$ cat config.mk
export PLATFORM = sky130hd
export DESIGN_NAME = matrix_reader
export DESIGN_NICKNAME = d
export VERILOG_FILES = /design/src/rtl/matrix_pkg.sv /design/src/rtl/index_counter_2d.sv /design/src/rtl/matrix_reader.sv
export SDC_FILE = /design/constraint.sdc
export NUM_CORES = 1
export LEC_CHECK = 0
export ABC_AREA = 1
export BUFFER_PORTS_ARGS = -buffer_cell sky130_fd_sc_hd__buf_2
export CAP_MARGIN = 15
export CORE_AREA = 2 2 63 65
export CTS_BUF_LIST = sky130_fd_sc_hd__clkbuf_2 sky130_fd_sc_hd__clkbuf_4 sky130_fd_sc_hd__clkbuf_8
export CTS_CLUSTER_SIZE = 28
export DETAILED_ROUTE_END_ITERATION = 10
export DIE_AREA = 0 0 65 67
export PLACE_DENSITY = 0.86
export RECOVER_POWER = 50
export SLEW_MARGIN = 20
export SYNTH_ARGS = -nofsm -noshare
export SYNTH_HDL_FRONTEND = slang
export SYNTH_SLANG_ARGS = --single-unit
$ cat constraint.sdc
create_clock -name clk -period 4.2 [get_ports clk]
set_clock_uncertainty 0.15 [all_clocks]
set_input_delay 0.84 -clock clk [delete_from_list [all_inputs] [get_ports clk]]
set_output_delay 0.84 -clock clk [all_outputs]
set_load 0.01 [all_outputs]
$ cat src/rtl/matrix_pkg.sv
// Shared definitions for the matrix element reader: FSM encodings,
// traversal order constants and the default element width.
package matrix_pkg;

    typedef enum logic [2:0] {
        S_IDLE    = 3'd0,
        S_FETCH   = 3'd1,
        S_LOAD    = 3'd2,
        S_PRESENT = 3'd3,
        S_DONE    = 3'd4
    } state_t;

    localparam logic ORDER_ROW = 1'b0;
    localparam logic ORDER_COL = 1'b1;

    localparam int DEFAULT_WIDTH = 32;

endpackage

$ cat src/rtl/index_counter_2d.sv
// Two-dimensional (i, j) index counter for an n x n matrix. Row order
// steps j fastest, column order steps i fastest. Wrap points compare
// against n-1 so non-power-of-two dimensions count correctly.
module index_counter_2d
    import matrix_pkg::*;
#(
    parameter  int n  = 8,
    localparam int IW = $clog2(n)
) (
    input  logic          clk,
    input  logic          rst,
    input  logic          clear,
    input  logic          advance,
    input  logic          order,
    output logic [IW-1:0] i,
    output logic [IW-1:0] j,
    output logic          last
);

    localparam logic [IW-1:0] IMAX = IW'(n - 1);

    logic i_wrap;
    logic j_wrap;

    assign i_wrap = (i == IMAX);
    assign j_wrap = (j == IMAX);
    assign last   = i_wrap && j_wrap;

    // Step the index pair in the selected traversal order.
    always_ff @(posedge clk) begin
        if (rst || clear) begin
            i <= '0;
            j <= '0;
        end else if (advance) begin
            if (order == ORDER_ROW) begin
                if (j_wrap) begin
                    j <= '0;
                    i <= i_wrap ? '0 : i + 1'b1;
                end else begin
                    j <= j + 1'b1;
                end
            end else begin
                if (i_wrap) begin
                    i <= '0;
                    j <= j_wrap ? '0 : j + 1'b1;
                end else begin
                    i <= i + 1'b1;
                end
            end
        end
    end

endmodule

$ cat src/rtl/matrix_reader.sv
// Streams an n x n matrix out of a synchronous-read RAM one element per
// value_stb/value_ack transfer, in row-major or column-major order.
// Storage is always row-major, so the RAM address is i*n + j.
module matrix_reader
    import matrix_pkg::*;
#(
    parameter  int n     = 8,
    parameter  int WIDTH = DEFAULT_WIDTH,
    localparam int IW    = $clog2(n),
    localparam int AW    = $clog2(n * n)
) (
    input  logic             clk,
    input  logic             rst,
    input  logic             start,
    input  logic             col_major,
    output logic             mem_rd_en,
    output logic [AW-1:0]    mem_addr,
    input  logic [WIDTH-1:0] mem_rdata,
    output logic [WIDTH-1:0] value,
    output logic             value_stb,
    input  logic             value_ack,
    output logic [IW-1:0]    i,
    output logic [IW-1:0]    j,
    output logic             busy,
    output logic             done
);

    state_t state;
    logic   order;
    logic   clear;
    logic   advance;
    logic   last;
    logic   xfer;

    assign xfer    = (state == S_PRESENT) && value_ack;
    assign clear   = (state == S_IDLE) && start;
    // The final element keeps its indices; the next start clears them.
    assign advance = xfer && !last;

    // Indices only move on an accepted transfer, so i/j are stable while
    // an element waits for its ack.
    assign mem_addr = AW'(i) * AW'(n) + AW'(j);

    index_counter_2d #(
        .n (n)
    ) u_idx (
        .clk     (clk),
        .rst     (rst),
        .clear   (clear),
        .advance (advance),
        .order   (order),
        .i       (i),
        .j       (j),
        .last    (last)
    );

    // Fetch / load / present sequencer with registered handshake outputs.
    always_ff @(posedge clk) begin
        if (rst) begin
            state     <= S_IDLE;
            order     <= ORDER_ROW;
            value     <= '0;
            value_stb <= 1'b0;
            mem_rd_en <= 1'b0;
            busy      <= 1'b0;
            done      <= 1'b0;
        end else begin
            mem_rd_en <= 1'b0;
            done      <= 1'b0;
            case (state)
                S_IDLE: begin
                    if (start) begin
                        order     <= col_major;
                        state     <= S_FETCH;
                        mem_rd_en <= 1'b1;
                        busy      <= 1'b1;
                    end
                end
                S_FETCH: begin
                    state <= S_LOAD;
                end
                S_LOAD: begin
                    value     <= mem_rdata;
                    value_stb <= 1'b1;
                    state     <= S_PRESENT;
                end
                S_PRESENT: begin
                    if (value_ack) begin
                        value_stb <= 1'b0;
                        if (last) begin
                            state <= S_DONE;
                            done  <= 1'b1;
                        end else begin
                            state     <= S_FETCH;
                            mem_rd_en <= 1'b1;
                        end
                    end
                end
                S_DONE: begin
                    state <= S_IDLE;
                    busy  <= 1'b0;
                end
                default: begin
                    state     <= S_IDLE;
                    value_stb <= 1'b0;
                    busy      <= 1'b0;
                end
            endcase
        end
    end

endmodule
# Yosys cells after proc, flatten, opt, wreduce, memory -nomap -nowiden
# Index checks and enable logic that the tools add are counted.
# word_totals
ff_bits	46
out_inout_bits	48
word_cells	61
# classes
n_reduce_logical	17
mux	19
add_sub_neg	3
n_bitwise	4
eq_ne	9
# ops
cell	count
$mux 3	9
$pmux 3 s4	1
$reduce_and 2->1	6
$eq 3x3->1 const B	3
$reduce_or 3->1	3
$add 3x1->3 const B	2
$add 6x3->6	1
$eq 3x2->1 const B	2
$mux 1	6
$logic_and 1x1->1	4
$ne 2x2->1 const B	2
$not 1->1	4
$pmux 1 s2	2
$eq 3x1->1 const B	1
$logic_not 3->1	1
$pmux 1 s3	1
$ne 2x1->1 const B	1
$reduce_bool 2->1	1
$logic_not 1->1	1
$logic_or 1x1->1	1

# Longest topological paths before layout
# logic_depth
depth_word	5
ltp_mapped	9
mapped_depth_nobuf	9

# By module
# Synthesis repeated with hierarchy kept, for this count alone.
# unflattened
cells_unflattened	248
area_unflattened_um2	1868.0
# modules_own_cells
mod	area_each_um2	cells_each	n_inst	seq_area_each_um2
matrix_reader	1519.0	194	1	800.8
index_counter_2d	349.1	54	1	120.1

# Worst setup path before layout
# Ideal clock, no wire load.
# synth_timing
kind	in2reg
start	input rst
end	register value[0]
path_stages	4
setup_slack_ps	2621
arrival_time_ps	1365
cell_sequence	inv_1 clkbuf_1 o21ai_0 nor2_1
# synth_lines
element	line_no	rtl
start: declaration	matrix_reader.sv:13	input logic rst,
end signal: assignment	matrix_reader.sv:83	value <= mem_rdata;
end: declaration	matrix_reader.sv:19	output logic [WIDTH-1:0] value,

# Worst setup path after layout
# layout_timing
start	register state[2]
end	register value[21]
# layout_between
elab_chain_len	1
# layout_lines
element	line_no	rtl
start: declaration	matrix_reader.sv:28	state_t state;
start signal: assignment	matrix_reader.sv:60	state <= S_IDLE;
start signal: assignment	matrix_reader.sv:74	state <= S_FETCH;
start signal: assignment	matrix_reader.sv:80	state <= S_LOAD;
$eq 3x2->1	matrix_reader.sv:70	case (state)
# Every way passes these cells.
# A chain may end at the register's enable or synchronous reset.

==> summary.md <==
| Metric | Value |
|---|---|
| Outcome | `completed` |
| Post-route setup slack | `1.843 ns` |
| Largest net degree at the start of global routing | `36` |
| Via density | `4.551` |
| Post-CTS Resized | `0` |
| Final Slew Violations | `0` |
| Root Buffer | `clkbuf_8` |
| Setup TNS | `0 ns` |
| Via count | `1684` |
| Nets | `363` |
| M1 WL | `1.612 mm` |
| Synthesized Nets | `287` |
| Dpl ws | `1.888 ns` |
| Ports | `85` |
| Setup bufs post-CTS | `0` |
| Mapped Cells | `246` |
| CP max FO | `35` |
| Row cnt | `22` |
| Top_reg_cell synth | `dfxtp_1` |
| Core ar. | `3606 um2` |
| Die area | `4355 um2` |
| Drt first pass iters | `4` |
| Maximum vdd ir drop | `255.6 uV` |
| Clk Latency, worst-skew pair | `0.29 ns` |
| CTS tree | `built` |
| Initial Utilization | `0.5142` |
| Mapped Area | `1854 um2` |
| Wire per inst | `9.843 um` |
| WP data required | `4.27 ns` |
| CTS Buf Count | `5` |
| Async S/R FF share, synth | `0` |
| FILL cells | `359` |
| Global Route Usage Sum | `0.1842` |
| Critical Path Start Type | `flop` |
| Sink Count | `46` |
| Static Leak | `1.046 nW` |
| CTS H-tree depth | `2` |
| Die X | `65 um` |
| Placed wire-length estimate | `2.649 mm` |
| Worst-path clk slew | `0.07 ns` |
| Hold Vio Cnt, Final | `0` |
| Yosys reg bits | `46` |
| Share of layout cells above drive strength 1 | `0.1739` |
| Post-Layout Cell Count | `370` |
| Least-Margin Pin Slew | `0.9489 ns` |
| Met3 wire length | `258 um` |
| Synth warnings | `0` |
| Remaining DRCs | `0` |
| Hold Buf Count CTS | `0` |
| Gr ovfl total | `0` |
| Pwr per Cell Area | `414.8 nW/um2` |
| Delay-heaviest family, CP | `simple AND/OR/NAND/NOR gates` |
| Crit path DAT | `2.43 ns` |
| Drt total wl | `3.642 mm` |
| Critical path class | `reg2reg` |
| Post-synth EDFFs | `0` |
| Clock Tree Buf Depth | `2` |
| Initial antenna violation count | `0` |
| First-pass GRT wire length | `6.141 mm` |
| Routed Antenna Nets | `0` |
| Seq/Total Area, Yosys | `0.4966` |
| Max capacitance violation total | `0` |
| Gpl congestion | `0.8894` |
| Metal2 WL | `1.728 mm` |
| Critical Path Sink Type | `flop` |
| DP Area | `2241 um2` |
| Top sig layer | `met4` |
| IO buf count | `84` |
| Vias in the first global route | `1510` |
| Diodes inserted | `0` |
| CP most frequent cell | `nor2_1` |
| Crit-path max cell delay | `0.67 ns` |
| Crit-path cells | `nor2_1 > nand2_1 > inv_2 > nor2_1 > nor2_1` |
| Mapped Avg Cell Area | `7.538 um2` |
| RSZ-0062 raised after global routing | `false` |
| Slowest-stage cell, CP | `inv_2` |
| Final min period | `2.357 ns` |
| Area leader, netlist | `dfxtp_1` |
| Worst Hold Class | `reg2reg` |
| Netlist cell types | `20` |
| Fmax | `0.4242 GHz` |
| Largest cells by area after synthesis | `dfxtp_1, nor2_1, o21ai_0` |
| Worst path bufs/invs | `1` |
| Die Span Y | `67 um` |
| Inst Count DP | `363` |
| Period utilization | `0.5612` |
| Cell area after layout | `2257 um2` |
| Drt initial violations | `125` |
| Final core area utilization | `0.6260` |
| P&R area growth vs syn | `21.73%` |
| Yosys top cell area share | `0.4966` |
| Setup violators final | `0` |
| Rel. slew slack | `0.3658` |
==> placed cells by master, fill, tap and decap left out <==
cell      synthesis  final
a21oi_1           5      5
a31oi_1           2      2
buf_2             1     42
clkbuf_1          3     42
clkbuf_4          0      2
clkbuf_8          0      5
dfxtp_1          46     46
ha_1              4      4
inv_1            20     20
inv_2             1      1
nand2_1          27     28
nand2_2           2      2
nand3_1           6      6
nand3_2           3      3
nor2_1           76     77
nor2_4            2      1
nor3_1            2      2
o21ai_0          31     31
o21ai_1           3      3
==> synthesized netlist by cell type (3+ instances only) <==
master / instances
dfxtp_1: 46
nand3_1: 6
nand2_1: 27
o21ai_0: 31
a21oi_1: 5
o21ai_1: 3
inv_1: 20
ha_1: 4
clkbuf_1: 3
nand3_2: 3
buf_4: 9
nor2_1: 76
==> where the power goes <==
group	internal, W	switching [W]
logic	0.0000655	0.000108
clock network	0.000127	0.000130
registers	0.000480	0.0000249
total	0.000673	0.000263
==> sequential cells by signal, summed over array words and instances (netlist names) <==
register,flops
u_idx.j,3
order,1
done,1
value_stb,1
value,32
busy,1
mem_rd_en,1
u_idx.i,3
state,3
==> through the flow <==
stage	hold WS, ns	power [W]
after global routing	0.3545	0.0009965
after global placement	0.3069	0.0007007
after detailed placement	0.3071	0.0007039
after CTS	0.3174	0.0009579
final	0.3142	0.0009363
after floorplan	0.2934	0.0006370
==> per-layer routing <==
metal  vias to the layer above  track usage
li1                        919            -
met1                       706       0.2057
met2                        55       0.3209
met3                         4      0.04392
met4                         0       0.1037
met5                         -            0
==> cell type report <==
type	instances	area, um2	area share
clock buffer	7	83.83	0.03714
multi-input combinational	164	745.7	0.3304
inverter	21	78.83	0.03492
timing repair buffer	84	367.9	0.1630
sequential	46	920.9	0.4080
tap	48	60.06	0.02661
==> worst register-to-register path, delay by kind of cell (launching register included) <==
family	cells	cell delay, ns
buffers and inverters	1	0.67
and+or+nand+nor	4	1.09
DFF	1	0.37
==> kinds of logic (layout without fill, tap and decap cells) <==
family | count (synthesis) | in the layout | share of synthesized area
simple gates | 119 | 119 | 0.2713
flops | 46 | 46 | 0.4966
compound gates | 41 | 41 | 0.1120
buf+inv | 36 | 112 | 0.09311
fa+ha+maj | 4 | 4 | 0.02699
==> worst paths after layout <==
check | cells after the start | from | slack, ns | end
worst max-delay path | 5 | state[2] | 1.84 | value[21]
worst min register to register | 2 | value_stb | 0.31 | value_stb
worst min-delay path | 2 | value_stb | 0.31 | value_stb
worst max register to register | 5 | state[2] | 1.84 | value[21]
Note: power is estimated with default switching activity, not from simulation.
